<file path="src/rtl/interface_elastic_buffer_pkg.sv">
// Shared definitions for interface elastic buffers: default widths, the
// default occupancy type and a pointer increment with explicit wrap.
// No ports (package).
package interface_elastic_buffer_pkg;

  localparam int unsigned DEFAULT_DATA_WIDTH = 64;
  localparam int unsigned DEFAULT_DEPTH      = 2;
  localparam int unsigned DEFAULT_CNT_WIDTH  = $clog2(DEFAULT_DEPTH + 1);

  typedef logic [DEFAULT_CNT_WIDTH-1:0] eb_count_t;

  // Advance a ring pointer by one and wrap from depth-1 back to 0, so that
  // non-power-of-two depths never address past the last entry.
  function automatic int unsigned ptr_inc_wrap(input int unsigned ptr,
                                               input int unsigned depth);
    return (ptr >= depth - 1) ? 0 : ptr + 1;
  endfunction

endpackage

</file>
<file path="src/rtl/interface_elastic_buffer_mem.sv">
// Storage array for the elastic buffer: DEPTH x DATA_WIDTH registers with one
// synchronous write port and one asynchronous read port. Contents are not reset.
// Ports:
//   clk      - clock, rising edge
//   wr_en    - write strobe
//   wr_ptr   - write address
//   wr_data  - write payload
//   rd_ptr   - read address
//   rd_data  - entry at rd_ptr (combinational)
module interface_elastic_buffer_mem
  import interface_elastic_buffer_pkg::*;
#(
  parameter int unsigned DATA_WIDTH = DEFAULT_DATA_WIDTH,
  parameter int unsigned DEPTH      = DEFAULT_DEPTH,
  parameter int unsigned PTR_W      = $clog2(DEPTH)
) (
  input  logic                  clk,
  input  logic                  wr_en,
  input  logic [PTR_W-1:0]      wr_ptr,
  input  logic [DATA_WIDTH-1:0] wr_data,
  input  logic [PTR_W-1:0]      rd_ptr,
  output logic [DATA_WIDTH-1:0] rd_data
);

  logic [DATA_WIDTH-1:0] mem [DEPTH];

  // Write port; payload storage needs no reset.
  always_ff @(posedge clk) begin
    if (wr_en) begin
      mem[wr_ptr] <= wr_data;
    end
  end

  assign rd_data = mem[rd_ptr];

endmodule

</file>
<file path="src/rtl/interface_elastic_buffer.sv">
// Ready/valid elastic buffer with DEPTH entries, occupancy reporting and a
// synchronous flush. in_ready depends only on registered state and flush,
// never on out_ready.
// Optional build macro INTERFACE_ELASTIC_BUFFER_BYPASS_EN: when the buffer is
// empty, in_valid/in_data pass straight to out_valid/out_data (0 latency) and
// an item taken downstream in that same cycle is never written.
// Ports:
//   clk, rst     - clock (rising edge), asynchronous active-low reset
//   flush        - synchronous clear of all entries, blocks both handshakes
//   in_valid/in_ready/in_data    - upstream handshake and payload
//   out_valid/out_ready/out_data - downstream handshake and head payload
//   count        - current occupancy
//   full, empty  - count == DEPTH, count == 0
module interface_elastic_buffer
  import interface_elastic_buffer_pkg::*;
#(
  parameter  int unsigned DATA_WIDTH = DEFAULT_DATA_WIDTH,
  parameter  int unsigned DEPTH      = DEFAULT_DEPTH,
  localparam int unsigned CNT_WIDTH  = $clog2(DEPTH + 1)
) (
  input  logic                  clk,
  input  logic                  rst,
  input  logic                  flush,
  input  logic                  in_valid,
  output logic                  in_ready,
  input  logic [DATA_WIDTH-1:0] in_data,
  output logic                  out_valid,
  input  logic                  out_ready,
  output logic [DATA_WIDTH-1:0] out_data,
  output logic [CNT_WIDTH-1:0]  count,
  output logic                  full,
  output logic                  empty
);

  localparam int unsigned PTR_W = $clog2(DEPTH);

  logic [PTR_W-1:0]      wr_ptr_r, wr_ptr_nxt;
  logic [PTR_W-1:0]      rd_ptr_r, rd_ptr_nxt;
  logic [CNT_WIDTH-1:0]  count_r, count_nxt;
  logic                  push, pop;
  logic                  wr_en, rd_en;
  logic [DATA_WIDTH-1:0] rd_data;
`ifdef INTERFACE_ELASTIC_BUFFER_BYPASS_EN
  logic                  bypass;
`endif

  interface_elastic_buffer_mem #(
    .DATA_WIDTH (DATA_WIDTH),
    .DEPTH      (DEPTH),
    .PTR_W      (PTR_W)
  ) u_mem (
    .clk     (clk),
    .wr_en   (wr_en),
    .wr_ptr  (wr_ptr_r),
    .wr_data (in_data),
    .rd_ptr  (rd_ptr_r),
    .rd_data (rd_data)
  );

  // Handshake decode; wr_en/rd_en are the storage-side events.
  always_comb begin
    in_ready = !flush && (count_r < CNT_WIDTH'(DEPTH));
`ifdef INTERFACE_ELASTIC_BUFFER_BYPASS_EN
    bypass    = !flush && (count_r == '0);
    out_valid = bypass ? in_valid : (!flush && (count_r != '0));
    out_data  = bypass ? in_data : rd_data;
    push      = in_valid && in_ready;
    pop       = out_valid && out_ready;
    // A pass-through item is consumed downstream without touching storage.
    wr_en     = push && !(bypass && out_ready);
    rd_en     = pop && !bypass;
`else
    out_valid = !flush && (count_r != '0);
    out_data  = rd_data;
    push      = in_valid && in_ready;
    pop       = out_valid && out_ready;
    wr_en     = push;
    rd_en     = pop;
`endif
  end

  // Pointer and occupancy next state; flush overrides everything.
  always_comb begin
    wr_ptr_nxt = wr_ptr_r;
    rd_ptr_nxt = rd_ptr_r;
    count_nxt  = count_r;
    if (flush) begin
      wr_ptr_nxt = '0;
      rd_ptr_nxt = '0;
      count_nxt  = '0;
    end else begin
      if (wr_en) begin
        wr_ptr_nxt = PTR_W'(ptr_inc_wrap(32'(wr_ptr_r), DEPTH));
      end
      if (rd_en) begin
        rd_ptr_nxt = PTR_W'(ptr_inc_wrap(32'(rd_ptr_r), DEPTH));
      end
      case ({wr_en, rd_en})
        2'b10:   count_nxt = count_r + CNT_WIDTH'(1);
        2'b01:   count_nxt = count_r - CNT_WIDTH'(1);
        default: count_nxt = count_r;
      endcase
    end
  end

  // State registers.
  always_ff @(posedge clk or negedge rst) begin
    if (!rst) begin
      wr_ptr_r <= '0;
      rd_ptr_r <= '0;
      count_r  <= '0;
    end else begin
      wr_ptr_r <= wr_ptr_nxt;
      rd_ptr_r <= rd_ptr_nxt;
      count_r  <= count_nxt;
    end
  end

  assign count = count_r;
  assign full  = (count_r == CNT_WIDTH'(DEPTH));
  assign empty = (count_r == '0);

endmodule

</file>
<file path="config.mk">
export PLATFORM = sky130hd
export DESIGN_NAME = interface_elastic_buffer
export DESIGN_NICKNAME = d
export VERILOG_FILES = /design/src/rtl/interface_elastic_buffer_pkg.sv /design/src/rtl/interface_elastic_buffer_mem.sv /design/src/rtl/interface_elastic_buffer.sv
export SDC_FILE = /design/constraint.sdc
export NUM_CORES = 1
export LEC_CHECK = 0
export ABC_AREA = 1
export BUFFER_PORTS_ARGS = -buffer_cell sky130_fd_sc_hd__buf_2
export CAP_MARGIN = 15
export CORE_MARGIN = 1.5
export CORE_UTILIZATION = 52
export DETAILED_ROUTE_END_ITERATION = 10
export GPL_TIMING_DRIVEN = 0
export PLACE_DENSITY = 0.8
export SLEW_MARGIN = 20
export SYNTH_ARGS = -nofsm -noshare
export SYNTH_HDL_FRONTEND = slang
export SYNTH_HIERARCHICAL = 1
export SYNTH_SLANG_ARGS = --single-unit
</file>
<file path="constraint.sdc">
create_clock -name clk -period 5.3 [get_ports clk]
set_input_delay 1.06 -clock clk [delete_from_list [all_inputs] [get_ports clk]]
set_output_delay 1.06 -clock clk [all_outputs]
set_load 0.005 [all_outputs]
</file>
# Word-level counts from Yosys, hierarchy flattened
# Memory sizes are Yosys's and may differ from the RTL's.
# Index checks and enable logic that the tools add are counted.
[classes] addsub=4 n_lt_le_gt_ge=3 n_eq_ne=3 mux=10 reduce_logical=10
[ops] op="1-bit two-way mux" count=8
[ops] op="2-bit nonzero test" count=3
[ops] op="2-bit == test, second input constant" count=2
[ops] op="1-bit logical AND" count=4
[ops] op="2-bit one-hot mux with 2 select lines" count=1
[ops] op="3-bit nonzero test" count=1
[ops] op="1-bit adder, second input constant" count=2
[ops] op="2-bit by 1-bit adder with 2-bit output, second input constant" count=1
[ops] op="2-bit by 1-bit == test with 1-bit output, second input constant" count=1
[ops] op="1-bit >= comparator, second input constant" count=2
[ops] op="2-bit zero test" count=1
[ops] op="2-bit less-than comparator, second input constant" count=1
[ops] op="2-bit two-way mux" count=1
[ops] op="2-bit by 1-bit subtractor with 2-bit output, second input constant" count=1
[ops] op="1-bit zero test" count=1
[totals] reg_bits=4 ramBits=128 output_inout_bits=70 wordCells=34 mem_count=1
[memory_table] memory="u_mem.mem" words=2 word_bits=64 read_ports=1 rd_clocked_by_memory_dff=0 wr=1 line="interface_elastic_buffer_mem.sv:25" source="logic [DATA_WIDTH-1:0] mem [DEPTH];"

# Longest topological paths before layout
# Gate-level depths: netlist of the first run.
[depth] word_depth=6 ltp_mapped=6

# By module
# Netlist of the first run, hierarchy kept.
[modules_own_cells] mod="interface_elastic_buffer_mem" n_inst=1 cells_per_inst=338 area_per_inst_um2=4703.3 seq_area_each_um2=3843.7
[modules_own_cells] mod="interface_elastic_buffer" n_inst=1 cells_per_inst=33 area_per_inst_um2=232.7 seq_area_each_um2=100.1

# Worst setup path after synthesis of the first run
# OpenSTA, ideal clock, no wires.
[synth_path] path_type="input -> register" startpoint="in flush" endpoint="mem u_mem/mem[0][0] (netlist name) (enable)" setup_ps=488 t_arrival_ps=4102 t_required_ps=4812 slack_ps=710 stages=5 path_buffers=0 path_cell_list="nor2_2 -> nand2_2 -> inv_1 -> inv_1 -> nor2_1"
[synth_between] elab_chain_cells=5
[synth_lines] element="start: declaration" line="interface_elastic_buffer.sv:23" source="input logic flush,"
[synth_lines] element="1-bit zero test" line="interface_elastic_buffer.sv:62" source="in_ready = !flush && (count_r < CNT_WIDTH'(DEPTH));"
[synth_lines] element="1-bit logical AND" line="interface_elastic_buffer.sv:62"
[synth_lines] element="1-bit logical AND" line="interface_elastic_buffer.sv:75" source="push = in_valid && in_ready;"
[synth_lines] element="named net push" line="interface_elastic_buffer.sv:40" source="logic push, pop;"
[synth_lines] element="1-bit two-way mux" line="interface_elastic_buffer_mem.sv:29" source="if (wr_en) begin"
[synth_lines] element="1-bit two-way mux (implied by the code)" line="interface_elastic_buffer_mem.sv:30" source="mem[wr_ptr] <= wr_data;"
[synth_lines] element="end: declaration" line="interface_elastic_buffer_mem.sv:25"
# The timed path passes the listed nets, and every way through them passes these cells.

# Final worst setup path of the first run
[layout_path] startpoint="reg rd_ptr_r" endpoint="out out_data[31]"
[layout_between] elab_chain_cells=1
[layout_lines] element="start: declaration" line="interface_elastic_buffer.sv:38" source="logic [PTR_W-1:0] rd_ptr_r, rd_ptr_nxt;"
[layout_lines] element="start signal: assignment" line="interface_elastic_buffer.sv:114" source="rd_ptr_r <= rd_ptr_nxt;"
[layout_lines] element="memory 2 x 64 bit"
[layout_lines] element="end: declaration" line="interface_elastic_buffer.sv:29" source="output logic [DATA_WIDTH-1:0] out_data,"
# No other way between the ends.

==> flow_summary.toml, run 1 <==
[cts]
cts_hold_buffers = 0
clock_sinks = 132
cts_tree = "built"
numCtsBuffers = 17
cts_root_buf = "clkbuf_8"
clk_pin_slew_ns = 0.06
cts_setup_buffers = 0
insertion_delay_ns = 0.49
cts_max_path_buffers = 2
h-tree-depth = 4
cts_resized = 0

[finish]
fin_util_pct = 69.38
design_area_mm2 = 0.006411
layout.nets = 600
regArea_mm2 = 0.003944
layout_commonest_cell = "nand2_1"
final_cell_mix = "nand2_1, buf_2, edfxtp_1"
drive_above_1_share_pct = 35.11
final_cells = 673
diodes = 0
num-fill-cells = 655
area_growth_pct = 29.89
multi_input_area_um2 = 849.6

[power]
p_per_area_mw_per_mm2 = 393.0
peakVddDrop_mv = 0.2570
total_leakage_power_nw = 2.761
total_power_mw = 2.519

[place]
place_ws_ns = 2.573
placed_cells = 641
dp.final_hpwl_mm = 6.314
portBuffers = 138
dpl-instance-area_mm2 = 0.005866
gp_routability_congestion = 0.7670

[worst_setup_path]
worstSetupEndpoint = "out_data[31]"
critPathKind = "register to primary output"
timing.rr.end = "u_mem/mem[0][31]"
critPathRequiredTime_ns = 4.24
r2r_cells = 6
worstPathArrival_ns = 1.64
r2r_setup_slack_ns = 3.30
critPathSlowestCell = "dfrtp_1"
critPathLaunch = "rd_ptr_r"
crit_family = "buffers and inverters"
slowest_delay_ns = 0.42
start_kind = "register"
cp.depth = 5
path_cells = "inv_2 -> buf_2 -> nand2_1 -> nand2_1 -> buf_2"
r2r_start = "count[1]"
cp-end-kind = "primary output"
path_buf_inv = 3
path_max_fanout = 10

[global_route]
grt_pass1_vias = 3310
gr-total-overflow = 0
antenna_found_initial = 0
grt_usage_pct = 20.09
grt_pass1_wl_mm = 15.12
grt_start_max_net_pins = 35

[status]
outcome = "finished, final reports clean"

[sta]
setup_viol = 0
finalSetupTns_ns = 0
clock_skew_ns = 0.006209
slew_viol_final = 0
max_slew_margin_pct = 54.18
worst_slack_ns = 2.605
timing.fmax_ghz = 0.3710
fin_crit_ns = 2.695
grt_setup_unrepaired = "no"
finalHoldViolCount = 0
whs_ns = 0.3652
tightest_slew_ns = 0.6857
fin_crit_sh_pct = 50.85

[route]
wl_per_cell_um = 14.19
num_vias = 3200
route.detailed.drc = 0
viasPerCell = 4.755
routed_wl_mm = 9.548
postRouteAntennaNets = 0
first_iter_violations = 159
drtPass1Iterations = 4

[floorplan]
dieArea_mm2 = 0.01009
rows = 35
num_io_pins = 139
initial_core_util_pct = 53.42
core_area_mm2 = 0.009240
die_w_um = 100.4
die_h_um = 100.4

[worst_hold_path]
min_path_type = "primary input to asynchronous set/reset pin"

[run]
drv_cap = 0

[synthesis]
synth.distinct_cells = 16
ys_warn_count = 6
synthCells = 371
synth_nets = 440
ys_ff_latch = 132
yosysSeqAreaShare_pct = 79.90
avgSynthCellArea_um2 = 13.30
syn_area_mm2 = 0.004936
[synth_stat cells]
master | count | area (um^2)
nand2_1 | 201 | 754.5
nor2_2 | 1 | 6.260
a21oi_1 | 2 | 10.01
edfxtp_1 | 128 | 3844
nand3_2 | 1 | 10.01
buf_2 | 6 | 30.03
inv_1 | 7 | 26.28
clkbuf_8 | 6 | 82.58
nand3_1 | 5 | 25.02
inv_2 | 1 | 3.750
nor2_1 | 4 | 15.01
nand2_2 | 1 | 6.260
o21ai_1 | 2 | 10.01
buf_4 | 1 | 7.510
nor3_1 | 1 | 5.000
dfrtp_1 | 4 | 100.1
[state kept, by name (all words and copies together), names as in the netlist]
signal / cells
u_mem/mem: 128
count: 2
rd_ptr_r: 1
wr_ptr_r: 1
[per-layer routing]
layer	global-route usage, %	vias to the layer above	part of all wire [%]
met4	8.559	0	1.1
li1	-	1581	-
met1	24.12	1502	42
met2	33.86	109	52
met3	6.128	8	5.6
met5	0	-	0
[worst min-delay path by stage]
stage / endpoint / from
2_1_floorplan: wr_ptr_r / wr_ptr_r
3_3_place_gp: wr_ptr_r / wr_ptr_r
3_5_place_dp: rd_ptr_r / rd_ptr_r
4_1_cts: count[0] / rst
5_1_grt: count[0] / rst
6_report: count[0] / rst
[cell type report]
| type | instances | share of cell area (%) |
|---|---|---|
| inverter | 8 | 0.5074 |
| buffer | 13 | 1.874 |
| tap | 129 | 2.518 |
| multi-input combinational | 218 | 13.25 |
| timing repair buffer | 141 | 11.83 |
| sequential | 132 | 61.51 |
| clock buffer | 17 | 6.460 |
| clock inverter | 15 | 2.049 |
[where the power goes]
group	internal, mW	switching (mW)
clock	0.624	0.432
sequential	1.20	0.0145
combinational	0.106	0.144
[worst reg2reg max path, stage by stage, from the launching register on]
cell,delay [ns]
dfrtp_1,0.44
nor2_2,0.19
nand2_2,0.11
inv_1,0.08
inv_1,0.06
nor2_4,0.53
buf_12,0.27
[cell families (layout without fill, tap and decap cells)]
| logic type | after synthesis | in the layout | synth area share (%) |
|---|---|---|---|
| AOI/OAI and AO/OA | 4 | 4 | 0.4056 |
| DFF | 132 | 132 | 79.90 |
| and+or+nand+nor | 214 | 214 | 16.65 |
| buffers and inverters | 21 | 194 | 3.042 |
No activity file was read; power rests on OpenSTA's default activity.
==> run 2, diff against run 1 <==
CORE_UTILIZATION = 47   (was 52)
PLACE_DENSITY = 0.76   (was 0.8)
clock period = 2.3 ns   (was 5.3 ns; I/O delays follow)
==> flow_summary.toml, run 2 (same netlist as run 1, synthesis figures left out) <==
[status]
outcome = "finished, final reports clean"

[sta]
grt_setup_unrepaired = "no"
slew_viol_final = 0
fin_crit_ns = 2.111
tightest_slew_ns = 0.6529
setup_viol = 0
finalSetupTns_ns = 0
clock_skew_ns = 0.004459
max_slew_margin_pct = 56.37
finalHoldViolCount = 0
fin_crit_sh_pct = 91.80
worst_slack_ns = 0.1886
timing.fmax_ghz = 0.4736

[cts]
clock_sinks = 132
insertion_delay_ns = 0.50
numCtsBuffers = 17
cts_root_buf = "clkbuf_8"
cts_tree = "built"
cts_max_path_buffers = 2
h-tree-depth = 4
clk_pin_slew_ns = 0.06

[global_route]
grt_start_max_net_pins = 30
met2_usage_pct = 28.99
use_met1_pct = 22.24
antenna_found_initial = 1
grt_pass1_wl_mm = 14.80
grt_usage_pct = 17.90
gr-total-overflow = 0
use_met3_pct = 5.937
grt_pass1_vias = 3096
top_usage_layer = "met2"

[finish]
layout.nets = 602
drive_above_1_share_pct = 34.07
final_cell_mix = "nand2_1, buf_2, edfxtp_1"
fin_util_pct = 62.59
largest_register_ffs = 128
layout_commonest_cell = "nand2_1"
diodes = 0
area_growth_pct = 30.32
largest_register = "u_mem/mem"

[run]
drv_cap = 0

[floorplan]
core_area_mm2 = 0.01028
die_w_um = 105.5
num_io_pins = 139
die_h_um = 105.5
initial_core_util_pct = 48.03
rows = 37
dieArea_mm2 = 0.01113

[route]
route.detailed.drc = 0
wl_per_cell_um = 13.80
postRouteAntennaNets = 0
first_iter_violations = 158
routed_wl_mm = 9.413
num_vias = 3203
drtPass1Iterations = 4
viasPerCell = 4.696

[place]
portBuffers = 138
dp.final_hpwl_mm = 6.223
gp_routability_congestion = 0.7125
place_ws_ns = 0.1656

[worst_setup_path]
worstPathArrival_ns = 1.65
critPathRequiredTime_ns = 1.84
path_max_fanout = 10
start_kind = "register"
cp-end-kind = "primary output"
critPathKind = "register to primary output"

[power]
total_power_mw = 5.697
p_per_area_mw_per_mm2 = 885.6
total_leakage_power_nw = 2.757
peakVddDrop_mv = 0.5362

[worst_hold_path]
min_path_type = "primary input to register"
==> run 2: changes by cell type in the layout (fill, tap and decap cells not counted), sizes merged <==
cell,previous run,this run
clkbuf,23,28
clkinv,6,7
dlygate4sd3,0,1
inv,12,7
==> run 2: path summary, 6_finish.rpt <==
path / start / to / slack (ns) / cells past startpoint
worst max-delay path: rd_ptr_r / out_data[11] / 0.19 / 5
worst min-delay path: in_data[11] / u_mem/mem[0][11] / 0.14 / 1
worst max register to register: count[1] / u_mem/mem[0][40] / 0.35 / 6
worst min register to register: rd_ptr_r / rd_ptr_r / 0.51 / 1
max in group asynchronous: rst / rd_ptr_r / 1.90 / 2
min in group asynchronous: rst / count[1] / 0.29 / 2
==> run 2: layout make-up <==
cell class	count	area, um^2
Buffer	13	122.6
Clock buffer	21	429.2
Clock inverter	11	87.58
Fill cell	818	3845
Inverter	8	33.78
Multi-Input combinational cell	218	849.6
Sequential cell	132	3944
Tap cell	136	170.2
Timing Repair Buffer	143	795.8
==> run 2: critical path: stages (launching register included) <==
cell,delay (ns)
dfrtp_1,0.41
inv_2,0.19
buf_2,0.27
nand2_1,0.09
nand2_1,0.08
buf_2,0.11
==> run 2: power by group <==
part | leakage [nW] | internal [mW] | total [mW] | switching [mW]
Clock | 0.244 | 1.41 | 2.32 | 0.903
Sequential | 1.23 | 2.76 | 2.79 | 0.0314
Combinational | 1.29 | 0.251 | 0.587 | 0.336
Total | 2.76 | 4.43 | 5.70 | 1.27
==> run 2: stage by stage <==
stage               area (um^2)  hold slack (ns)  cells
floorplan                  4947           0.1644    371
global placement           5808           0.2675    645
detailed placement         5903           0.2720    649
CTS                        6430           0.1111    682
global route               6432           0.1037    682
finish                     6432           0.1406    682
==> run 2: what timing repair did <==
action,in CTS,in global routing
resized for setup,0,1
hold buffers,1,0
setup endpoints to repair,0,1
setup buffers,0,0
endpoints found under the hold margin,4,0
==> run 2: layer usage <==
layer	wire [um]	vias up	part of all wire, %
met3	475	18	5.0
li1	-	1578	-
met5	12	-	0.13
met1	3979	1498	42
met2	4806	107	51
met4	138	2	1.5
